==> src/rtl/pipe_ctrl_pkg.sv <==
// Shared widths, stage indices, stall/flush patterns and FSM encoding for the pipeline sequencer.
// No logic of its own: latency and backpressure are defined by the users.
package pipe_ctrl_pkg;

    localparam int RADDR_WIDTH    = 5;
    localparam int ADDR_WIDTH     = 32;
    localparam int N_STAGE        = 5;
    localparam int MC_TIMEOUT_DEF = 64;

    localparam int STALL_PC      = 0;
    localparam int STALL_IF_ID   = 1;
    localparam int STALL_ID_EXE  = 2;
    localparam int STALL_EXE_MEM = 3;
    localparam int STALL_MEM_WB  = 4;

    typedef logic [N_STAGE-1:0] stage_vec_t;

    localparam stage_vec_t BIT_PC      = stage_vec_t'(1) << STALL_PC;
    localparam stage_vec_t BIT_IF_ID   = stage_vec_t'(1) << STALL_IF_ID;
    localparam stage_vec_t BIT_ID_EXE  = stage_vec_t'(1) << STALL_ID_EXE;
    localparam stage_vec_t BIT_EXE_MEM = stage_vec_t'(1) << STALL_EXE_MEM;
    localparam stage_vec_t BIT_MEM_WB  = stage_vec_t'(1) << STALL_MEM_WB;

    // Each hazard freezes everything upstream of a point and bubbles the stage just below it.
    localparam stage_vec_t STALL_MEM_WAIT = BIT_PC | BIT_IF_ID | BIT_ID_EXE | BIT_EXE_MEM;
    localparam stage_vec_t FLUSH_MEM_WAIT = BIT_MEM_WB;
    localparam stage_vec_t STALL_MC       = BIT_PC | BIT_IF_ID | BIT_ID_EXE;
    localparam stage_vec_t FLUSH_MC       = BIT_EXE_MEM;
    localparam stage_vec_t FLUSH_BRANCH   = BIT_IF_ID | BIT_ID_EXE;
    localparam stage_vec_t STALL_LOAD_USE = BIT_PC | BIT_IF_ID;
    localparam stage_vec_t FLUSH_LOAD_USE = BIT_ID_EXE;

    typedef enum logic [0:0] {
        ST_RUN      = 1'b0,
        ST_EXE_WAIT = 1'b1
    } state_t;

endpackage

==> src/rtl/pipe_ctrl_load_use_detect.sv <==
// Load-use hazard compare between the EXE load destination and the ID sources; x0 never hazards.
// Purely combinational, zero latency, no backpressure.
module load_use_detect
    import pipe_ctrl_pkg::*;
(
    input  logic [RADDR_WIDTH-1:0] id_reg1_raddr_i,
    input  logic [RADDR_WIDTH-1:0] id_reg2_raddr_i,
    input  logic                   id_reg1_re_i,
    input  logic                   id_reg2_re_i,
    input  logic [RADDR_WIDTH-1:0] exe_reg_waddr_i,
    input  logic                   exe_reg_we_i,
    input  logic                   exe_is_load_i,
    output logic                   hazard_o
);

    logic src1_hit;
    logic src2_hit;

    always_comb begin
        src1_hit = id_reg1_re_i & (id_reg1_raddr_i == exe_reg_waddr_i);
        src2_hit = id_reg2_re_i & (id_reg2_raddr_i == exe_reg_waddr_i);
        hazard_o = exe_is_load_i & exe_reg_we_i & (exe_reg_waddr_i != '0) & (src1_hit | src2_hit);
    end

endmodule

==> src/rtl/pipe_ctrl.sv <==
// Pipeline sequencer: mem wait > multi-cycle EXE > branch redirect > load-use, Mealy stall/flush per stage.
// Zero-latency control outputs; stalls upstream stages while memory or the multi-cycle unit is busy.
module pipe_ctrl
    import pipe_ctrl_pkg::*;
#(
    parameter int MC_TIMEOUT = MC_TIMEOUT_DEF,
    parameter int CNT_WIDTH  = 32
) (
    input  logic                   clk_i,
    input  logic                   rst_i,
    input  logic [RADDR_WIDTH-1:0] id_reg1_raddr_i,
    input  logic [RADDR_WIDTH-1:0] id_reg2_raddr_i,
    input  logic                   id_reg1_re_i,
    input  logic                   id_reg2_re_i,
    input  logic [RADDR_WIDTH-1:0] exe_reg_waddr_i,
    input  logic                   exe_reg_we_i,
    input  logic                   exe_is_load_i,
    input  logic                   exe_mc_req_i,
    input  logic                   mc_done_i,
    output logic                   mc_start_o,
    input  logic                   exe_branch_i,
    input  logic [ADDR_WIDTH-1:0]  exe_branch_target_i,
    input  logic                   mem_req_i,
    input  logic                   mem_ready_i,
    output logic [N_STAGE-1:0]     stall_o,
    output logic [N_STAGE-1:0]     flush_o,
    output logic                   redirect_o,
    output logic [ADDR_WIDTH-1:0]  redirect_pc_o,
    output logic                   mc_err_o,
    output logic [CNT_WIDTH-1:0]   stall_cnt_o
);

    localparam int              TO_W    = (MC_TIMEOUT > 2) ? $clog2(MC_TIMEOUT) : 1;
    localparam logic [TO_W-1:0] TO_LAST = TO_W'(MC_TIMEOUT - 1);

    state_t          state;
    logic [TO_W-1:0] to_cnt;
    logic            done_seen;
    logic            mem_wait;
    logic            load_use;
    logic            to_hit;
    logic            mc_exit;

    load_use_detect u_load_use_detect (
        .id_reg1_raddr_i (id_reg1_raddr_i),
        .id_reg2_raddr_i (id_reg2_raddr_i),
        .id_reg1_re_i    (id_reg1_re_i),
        .id_reg2_re_i    (id_reg2_re_i),
        .exe_reg_waddr_i (exe_reg_waddr_i),
        .exe_reg_we_i    (exe_reg_we_i),
        .exe_is_load_i   (exe_is_load_i),
        .hazard_o        (load_use)
    );

    always_comb begin
        mem_wait = mem_req_i & ~mem_ready_i;
        to_hit   = (to_cnt == TO_LAST);
        // A timeout releases exactly like a done; neither can release during a mem wait.
        mc_exit  = (state == ST_EXE_WAIT) & ~mem_wait & (mc_done_i | done_seen | to_hit);
    end

    always_comb begin
        stall_o       = '0;
        flush_o       = '0;
        redirect_o    = 1'b0;
        redirect_pc_o = '0;
        mc_start_o    = 1'b0;
        if (rst_i) begin
            stall_o = '0;
        end else if (mem_wait) begin
            stall_o = STALL_MEM_WAIT;
            flush_o = FLUSH_MEM_WAIT;
        end else if (state == ST_EXE_WAIT) begin
            if (!mc_exit) begin
                stall_o = STALL_MC;
                flush_o = FLUSH_MC;
            end
        end else if (exe_mc_req_i) begin
            mc_start_o = 1'b1;
            stall_o    = STALL_MC;
            flush_o    = FLUSH_MC;
        end else if (exe_branch_i) begin
            redirect_o    = 1'b1;
            redirect_pc_o = exe_branch_target_i;
            flush_o       = FLUSH_BRANCH;
        end else if (load_use) begin
            stall_o = STALL_LOAD_USE;
            flush_o = FLUSH_LOAD_USE;
        end
    end

    always_ff @(posedge clk_i) begin
        if (rst_i) begin
            state       <= ST_RUN;
            to_cnt      <= '0;
            done_seen   <= 1'b0;
            mc_err_o    <= 1'b0;
            stall_cnt_o <= '0;
        end else begin
            if ((stall_o != '0) && (stall_cnt_o != '1)) begin
                stall_cnt_o <= stall_cnt_o + CNT_WIDTH'(1);
            end
            case (state)
                ST_RUN: begin
                    if (!mem_wait && exe_mc_req_i) begin
                        state     <= ST_EXE_WAIT;
                        to_cnt    <= '0;
                        done_seen <= 1'b0;
                    end
                end
                ST_EXE_WAIT: begin
                    if (mc_exit) begin
                        state     <= ST_RUN;
                        to_cnt    <= '0;
                        done_seen <= 1'b0;
                        if (to_hit && !mc_done_i && !done_seen) begin
                            mc_err_o <= 1'b1;
                        end
                    end else begin
                        if (!to_hit) begin
                            to_cnt <= to_cnt + TO_W'(1);
                        end
                        if (mc_done_i) begin
                            done_seen <= 1'b1;
                        end
                    end
                end
                default: state <= ST_RUN;
            endcase
        end
    end

endmodule

==> config.mk <==
export PLATFORM = sky130hd
export DESIGN_NAME = pipe_ctrl
export DESIGN_NICKNAME = d
export VERILOG_FILES = /design/src/rtl/pipe_ctrl_pkg.sv /design/src/rtl/pipe_ctrl_load_use_detect.sv /design/src/rtl/pipe_ctrl.sv
export SDC_FILE = /design/constraint.sdc
export NUM_CORES = 1
export LEC_CHECK = 0
export ABC_AREA = 1
export ABC_CLOCK_PERIOD_IN_PS = 3100
export CAP_MARGIN = 10
export CORE_MARGIN = 5
export CORE_UTILIZATION = 47
export DETAILED_ROUTE_END_ITERATION = 8
export HOLD_SLACK_MARGIN = 0.1
export PLACE_DENSITY = 0.86
export SETUP_SLACK_MARGIN = 0.5
export SLEW_MARGIN = 20
export SYNTH_ARGS = -nofsm -noshare
export SYNTH_HDL_FRONTEND = slang
export SYNTH_SLANG_ARGS = --single-unit
==> constraint.sdc <==
create_clock -name clk_i -period 3.1 [get_ports clk_i]
set_input_delay 0.62 -clock clk_i [delete_from_list [all_inputs] [get_ports clk_i]]
set_output_delay 0.62 -clock clk_i [all_outputs]
set_load 0.03 [all_outputs]
Word level (Yosys, flattened, before mapping) --
Cells that the tools add are included.
Storage, ports and cells: bits in registers 41, input bits 58, output and inout port bits 77, word-level logic and storage cells 79
Cells by class: $add $sub $neg 2, equal/unequal tests 7, multiplexer cells 39, bitwise logic cells 14, reductions and logical operators 12
Operators with widths (count):
- $mux W32 | 5
- $add A32 B1 Y32 const B | 1
- $ne A32 B32 Y1 const B | 1
- $mux W5 | 6
- $mux W6 | 3
- $mux W1 | 14
- $mux W3 | 4
- $pmux W6 S2 | 1
- $eq A5 B5 Y1 | 2
- $reduce_bool A5 Y1 | 2
- $and A1 B1 Y1 | 8
- $mux W4 | 2
- $add A6 B1 Y6 const B | 1
- $eq A6 B6 Y1 const B | 1
- $ne A3 B2 Y1 const B | 2
- $logic_and A1 B1 Y1 | 4
- $mux W2 | 2
- $pmux W1 S2 | 2
- $reduce_and A2 Y1 | 2
- $logic_not A1 Y1 | 3
- $not A1 Y1 | 3
- $or A1 B1 Y1 | 3
- $reduce_and A3 Y1 | 1
- $ne A2 B2 Y1 const B | 1

Longest topological paths before layout --
word-level depth 12, mapped depth 13, depth with buffers taken out 12

Modules after synthesis --
A second synthesis with hierarchy kept.
Second synthesis, totals: cells, all modules 621, area, all modules 3420.8 um^2
Modules (own cells, without submodules):
- pipe_ctrl | times used 1, cells each 565, area an instance 3200.6 um^2, seq. area each 820.8 um^2
- load_use_detect | times used 1, cells each 56, area an instance 220.2 um^2, seq. area each 0.0 um^2

Least setup slack after synthesis --
No wires, ideal clock.
kind input to output, start input rst_i, end output redirect_pc_o[10], arrival 2314 ps, required time 2480 ps, setup slack 166 ps, stages 7, buffers on the path 2, path through buf_2 clkinv_1 nand3_1 nor2_1 inv_1 clkbuf_1 nor2_1
On the way: word-level cells in the longest chain between the ends 1
Ends and longest elaborated chain:
- start: declaration | RTL line pipe_ctrl.sv:10 | input logic rst_i,
- $mux W32 | RTL line pipe_ctrl.sv:68 | if (rst_i) begin
- end: declaration | RTL line pipe_ctrl.sv:28 | output logic [ADDR_WIDTH-1:0] redirect_pc_o,
Every way passes these cells.

Worst setup path in the final report --
start input id_reg2_raddr_i[2], end output stall_o[1]
On the way: word-level cells in the longest chain between the ends 10
Ends and longest elaborated chain:
- start: declaration | RTL line pipe_ctrl.sv:12 | input logic [RADDR_WIDTH-1:0] id_reg2_raddr_i,
- $eq A5 B5 Y1 | RTL line pipe_ctrl_load_use_detect.sv:21 | src2_hit = id_reg2_re_i & (id_reg2_raddr_i == exe_reg_waddr_i);
- $and A1 B1 Y1 | RTL line pipe_ctrl_load_use_detect.sv:21
- $or A1 B1 Y1 | RTL line pipe_ctrl_load_use_detect.sv:22 | hazard_o = exe_is_load_i & exe_reg_we_i & (exe_reg_waddr_i != '0) & (src1_hit | src2_hit);
- $and A1 B1 Y1 | RTL line pipe_ctrl_load_use_detect.sv:22
- $mux W2 | RTL line pipe_ctrl.sv:86 | end else if (load_use) begin
- $mux W2 | RTL line pipe_ctrl.sv:82 | end else if (exe_branch_i) begin
- $mux W3 | RTL line pipe_ctrl.sv:78 | end else if (exe_mc_req_i) begin
- $mux W5 | RTL line pipe_ctrl.sv:73 | end else if (state == ST_EXE_WAIT) begin
- $mux W5 | RTL line pipe_ctrl.sv:70 | end else if (mem_wait) begin
- $mux W5 | RTL line pipe_ctrl.sv:68
- end: declaration | RTL line pipe_ctrl.sv:25 | output logic [N_STAGE-1:0] stall_o,
Every way passes these cells.

==> impl.org <==
** Routing
- Via count :: 4023
- Post-route DRC violation count :: 0
- The detail route stage leaves a number of antenna-violating nets equal to 0.
- The first detailed-routing pass took 5 iterations.
- For this block, the routed nets add up to 10700 microns of wire.
- DRC violation total after the first TritonRoute iteration :: 278
- Vias per Instance :: between 5 and 6
- Routed wirelength normalized by instance count :: roughly 14 microns

** STA
- Post-Route Setup TNS :: 0 ns
- Maximum clock frequency :: about 390 MHz
- Max Slew Vio Count :: 0
- The routed design could run at a clock period as short as about 2.5 ns.
- Setup slack on the critical path of the routed design comes to 0.564 ns.
- Minimum hold slack :: 0.486 ns
- Setup violations, final :: 0
- Fin Clk Skew :: 0.00745 ns
- The final count of hold timing violations was 0.
- Final period util :: 81.8%
- Setup repair after global routing left no endpoint under its margin.

** Worst setup path
- For this run, the slowest stage of the critical path takes 0.49 ns.
- The critical path goes through clkdlybuf4s50_1, nor2_1, nor2_1, nand3_1, nand2_2, nand3_2, nand2_2, nand2_2, inv_2, buf_6.
- Number of cells on the worst reg-to-reg path :: 12
- Most frequent cell on the critical path :: sky130_fd_sc_hd__nand2_2
- Kind of start point of the critical path :: input pin
- Worst path slowest cell :: sky130_fd_sc_hd__clkdlybuf4s50_1
- Count of buffering cells on the critical path with inverters included :: 3
- Cell count along the critical path :: 10
- For the worst setup path, the data arrival time is around 1.9 ns.
- The worst setup path is captured at an output pin.
- Of all nets on the critical path, the largest fanout is 2.
- On the critical path the largest part of the delay comes from buffers and inverters.
- The worst setup path is of the input pin to output pin kind.
- At the worst endpoint, the required time is around 2.5 ns.

** Floorplanning
- Area of the die :: 0.00859 sq mm
- Once the floorplan was initialized, standard cells occupied 47.8% of the core.
- Die width :: 92.7 microns
- The floorplan has 30 rows.
- The floorplan step set the die height to 92.7 microns.
- The core region is approximately 0.0067 sq mm.
- 135 I/O pins were placed.

** Clock network
- Clock tree synthesis inserted a total of 5 buffers.
- TritonCTS built the clock tree.
- Clock transition at the registers of the reported paths :: 0.08 ns
- Maximum level of the CTS H-tree :: 2
- The cell sitting at the root of the clock tree is a sky130_fd_sc_hd__clkbuf_8.
- For this design, the sink count on the clock tree is 41.
- For the worst-skew pair, the clock arrives at the later sink with an insertion delay of 0.30 ns.
- No sink is reached through more buffers than the 2 on the longest clock path.

** Yosys
- Summing the sequential cell areas from Yosys gives 25.6% of the chip area.
- After technology mapping, the gate count stands at 568.
- Dominant cells by area after synthesis :: sky130_fd_sc_hd__dfxtp_1 26%, sky130_fd_sc_hd__nand2_1 19%, sky130_fd_sc_hd__nor2_1 15%, sky130_fd_sc_hd__inv_1 11%, sky130_fd_sc_hd__nand4_1 5.3%
- Post-synthesis cell type with the largest combined area :: sky130_fd_sc_hd__dfxtp_1
- Synth unique cells :: 29
- For this run, the number of Yosys warnings is 0.
- Flip-flop and latch count after synthesis :: 41
- In this run the mean area of a mapped cell was about 5.7 sq um.
- After synthesis the cells add up to ~0.0032 sq mm.
- Synth top area share :: 25.6%

** Layout
- Post-layout util :: 74.8%
- The net count of the finished layout is 765.
- Cells with a size suffix above 1 make up 18.0% of the layout.
- Growth of design area from synthesis to finish :: 56.5%

** Worst hold path
- Worst Hold Class :: flop to flop
- Worst hold path depth :: 2

** Global route
- The initial antenna violation count was 2.
- The via count of the first global-routing pass came to 3577.
- Grt total ovfl :: 0
- The first global-routing pass estimated 16500 microns of wire.
- Maximum number of pins on one net before global-route repair :: 43
- Combined global-route utilization of all metal layers :: 23.2%

** Power and ir drop
- Max IR drop VDD :: 0.000237 V
- Leakage power of the design :: roughly 0.0024 uW
- In this run the power density over the cells is 277 mW/mm^2.

** Status
- Status :: finished, final reports clean

** Placed design
- Minimum setup slack after placement :: just under 0.2 ns
- # port buffers :: 132
- The HPWL after detailed placement is 7940 microns.
- Routability Congestion :: 0.898

** Flow run
- Max Cap Violations :: 0
worst paths after layout:
path | slack [ns] | startpoint | to
worst max register to register | 0.83 | to_cnt[0]$_SDFFE_PP0P_ | stall_cnt_o[31]$_SDFFE_PP0P_
worst max-delay path | 0.56 | id_reg2_raddr_i[2] | stall_o[1]
worst min register to register | 0.49 | mc_err_o$_SDFFE_PP0P_ | mc_err_o$_SDFFE_PP0P_
worst min-delay path | 0.49 | mc_err_o$_SDFFE_PP0P_ | mc_err_o$_SDFFE_PP0P_
logic make-up after synthesis:
family                     Yosys count  synth area share, %
xor gates and xnor gates            20                 5.45
DFF                                 41                 25.6
and+or+nand+nor                    361                 48.3
adders and majority gates            2                0.779
AOI/OAI and AO/OA                   26                 4.17
other                                1                0.117
buffers and inverters              117                 15.6
cell type report:
class,count,area (sq um)
Antenna cell,2,5.00
Clock buffer,5,68.8
Clock inverter,3,17.5
Fill cell,527,1690
Inverter,95,364
Multi-Input combinational cell,412,2190
Sequential cell,41,821
Tap cell,80,100
Timing Repair Buffer,150,1460
sequential cells by signal (all words and copies together), names as in the netlist:
name / cells
mc_err_o: 1
done_seen: 1
stall_cnt_o: 32
to_cnt: 6
state: 1
where the power goes:
| group | internal [uW] | switching, uW | leakage [uW] |
|---|---|---|---|
| combinational | 193 | 265 | 0.00201 |
| clock | 156 | 197 | 0.0000439 |
| sequential | 549 | 32.2 | 0.000334 |
cell usage after synthesis:
library cell and instances:
sky130_fd_sc_hd__a21oi_1 21, sky130_fd_sc_hd__a31oi_1 1, sky130_fd_sc_hd__buf_2 5, sky130_fd_sc_hd__buf_4 7, sky130_fd_sc_hd__buf_6 4, sky130_fd_sc_hd__clkbuf_1 6, sky130_fd_sc_hd__clkinv_1 1, sky130_fd_sc_hd__conb_1 1
sky130_fd_sc_hd__dfxtp_1 41, sky130_fd_sc_hd__ha_1 2, sky130_fd_sc_hd__inv_1 93, sky130_fd_sc_hd__inv_2 1, sky130_fd_sc_hd__nand2_1 163, sky130_fd_sc_hd__nand2_2 2, sky130_fd_sc_hd__nand3_1 19, sky130_fd_sc_hd__nand3_2 1
sky130_fd_sc_hd__nand3_4 1, sky130_fd_sc_hd__nand3b_1 6, sky130_fd_sc_hd__nand4_1 27, sky130_fd_sc_hd__nand4_2 2, sky130_fd_sc_hd__nor2_1 130, sky130_fd_sc_hd__nor2_2 1, sky130_fd_sc_hd__nor2_4 3, sky130_fd_sc_hd__nor3_1 3
sky130_fd_sc_hd__nor3b_1 3, sky130_fd_sc_hd__o21a_1 1, sky130_fd_sc_hd__o21ai_0 3, sky130_fd_sc_hd__xnor2_1 4, sky130_fd_sc_hd__xor2_1 16
per-layer routing:
layer	vias to the layer above	GRT usage, %	part of all wire [%]
met3	22	3.82	8.5
met2	209	41.2	50
met4	0	7.08	2.3
met5	-	0	0
li1	2008	-	-
met1	1784	28.6	40
stage by stage:
step                      power, uW  area [sq um]  instances
after CTS                      1380          4900        782
final                          1390          5030        788
after floorplan                 852          3460        569
after detailed placement       1030          4740        769
after global routing           1470          5030        788
after global placement         1020          4740        769
what timing repair did:
item | 4_1_cts | 5_1_grt
resized for setup | 28 | 23
buffers inserted | 5 | 2
pin swaps | 5 | 12
gates cloned | 0 | 2
hold buffers | 0 | 0
setup endpoints to repair | 38 | 67
hold endpoints to repair | 0 | 0
worst register-to-register path: stages, from the launching register on:
cell and delay, ns:
sky130_fd_sc_hd__dfxtp_1 0.32, sky130_fd_sc_hd__ha_1 0.21, sky130_fd_sc_hd__nand3_1 0.10, sky130_fd_sc_hd__nor2_1 0.06
sky130_fd_sc_hd__nand2_1 0.09, sky130_fd_sc_hd__nand2_1 0.10, sky130_fd_sc_hd__nand3_4 0.09, sky130_fd_sc_hd__inv_4 0.05
sky130_fd_sc_hd__nor2_4 0.10, sky130_fd_sc_hd__buf_4 0.30, sky130_fd_sc_hd__nand3_2 0.47, sky130_fd_sc_hd__nand2_1 0.19
sky130_fd_sc_hd__a21oi_1 0.08
cells in the final DEF, fill, tap and decap left out, types with 3 or more instances in the layout:
master | synthesis | layout
sky130_fd_sc_hd__nand2_1 | 163 | 160
sky130_fd_sc_hd__nor2_1 | 130 | 95
sky130_fd_sc_hd__inv_1 | 93 | 87
sky130_fd_sc_hd__clkdlybuf4s50_1 | 0 | 72
sky130_fd_sc_hd__buf_4 | 7 | 48
sky130_fd_sc_hd__dfxtp_1 | 41 | 41
sky130_fd_sc_hd__nor2_4 | 3 | 35
sky130_fd_sc_hd__nand4_1 | 27 | 27
sky130_fd_sc_hd__a21oi_1 | 21 | 20
sky130_fd_sc_hd__nand3_1 | 19 | 17
sky130_fd_sc_hd__xor2_1 | 16 | 16
sky130_fd_sc_hd__dlymetal6s2s_1 | 0 | 11
sky130_fd_sc_hd__dlygate4sd2_1 | 0 | 9
sky130_fd_sc_hd__inv_2 | 1 | 6
sky130_fd_sc_hd__nand3b_1 | 6 | 6
sky130_fd_sc_hd__buf_6 | 4 | 6
sky130_fd_sc_hd__nand2_2 | 2 | 5
sky130_fd_sc_hd__clkbuf_8 | 0 | 5
sky130_fd_sc_hd__nor2_2 | 1 | 4
sky130_fd_sc_hd__xnor2_1 | 4 | 4
sky130_fd_sc_hd__nand3_4 | 1 | 3
sky130_fd_sc_hd__nor3b_1 | 3 | 3
sky130_fd_sc_hd__o21ai_0 | 3 | 3
(Power assumes the default switching activity.)
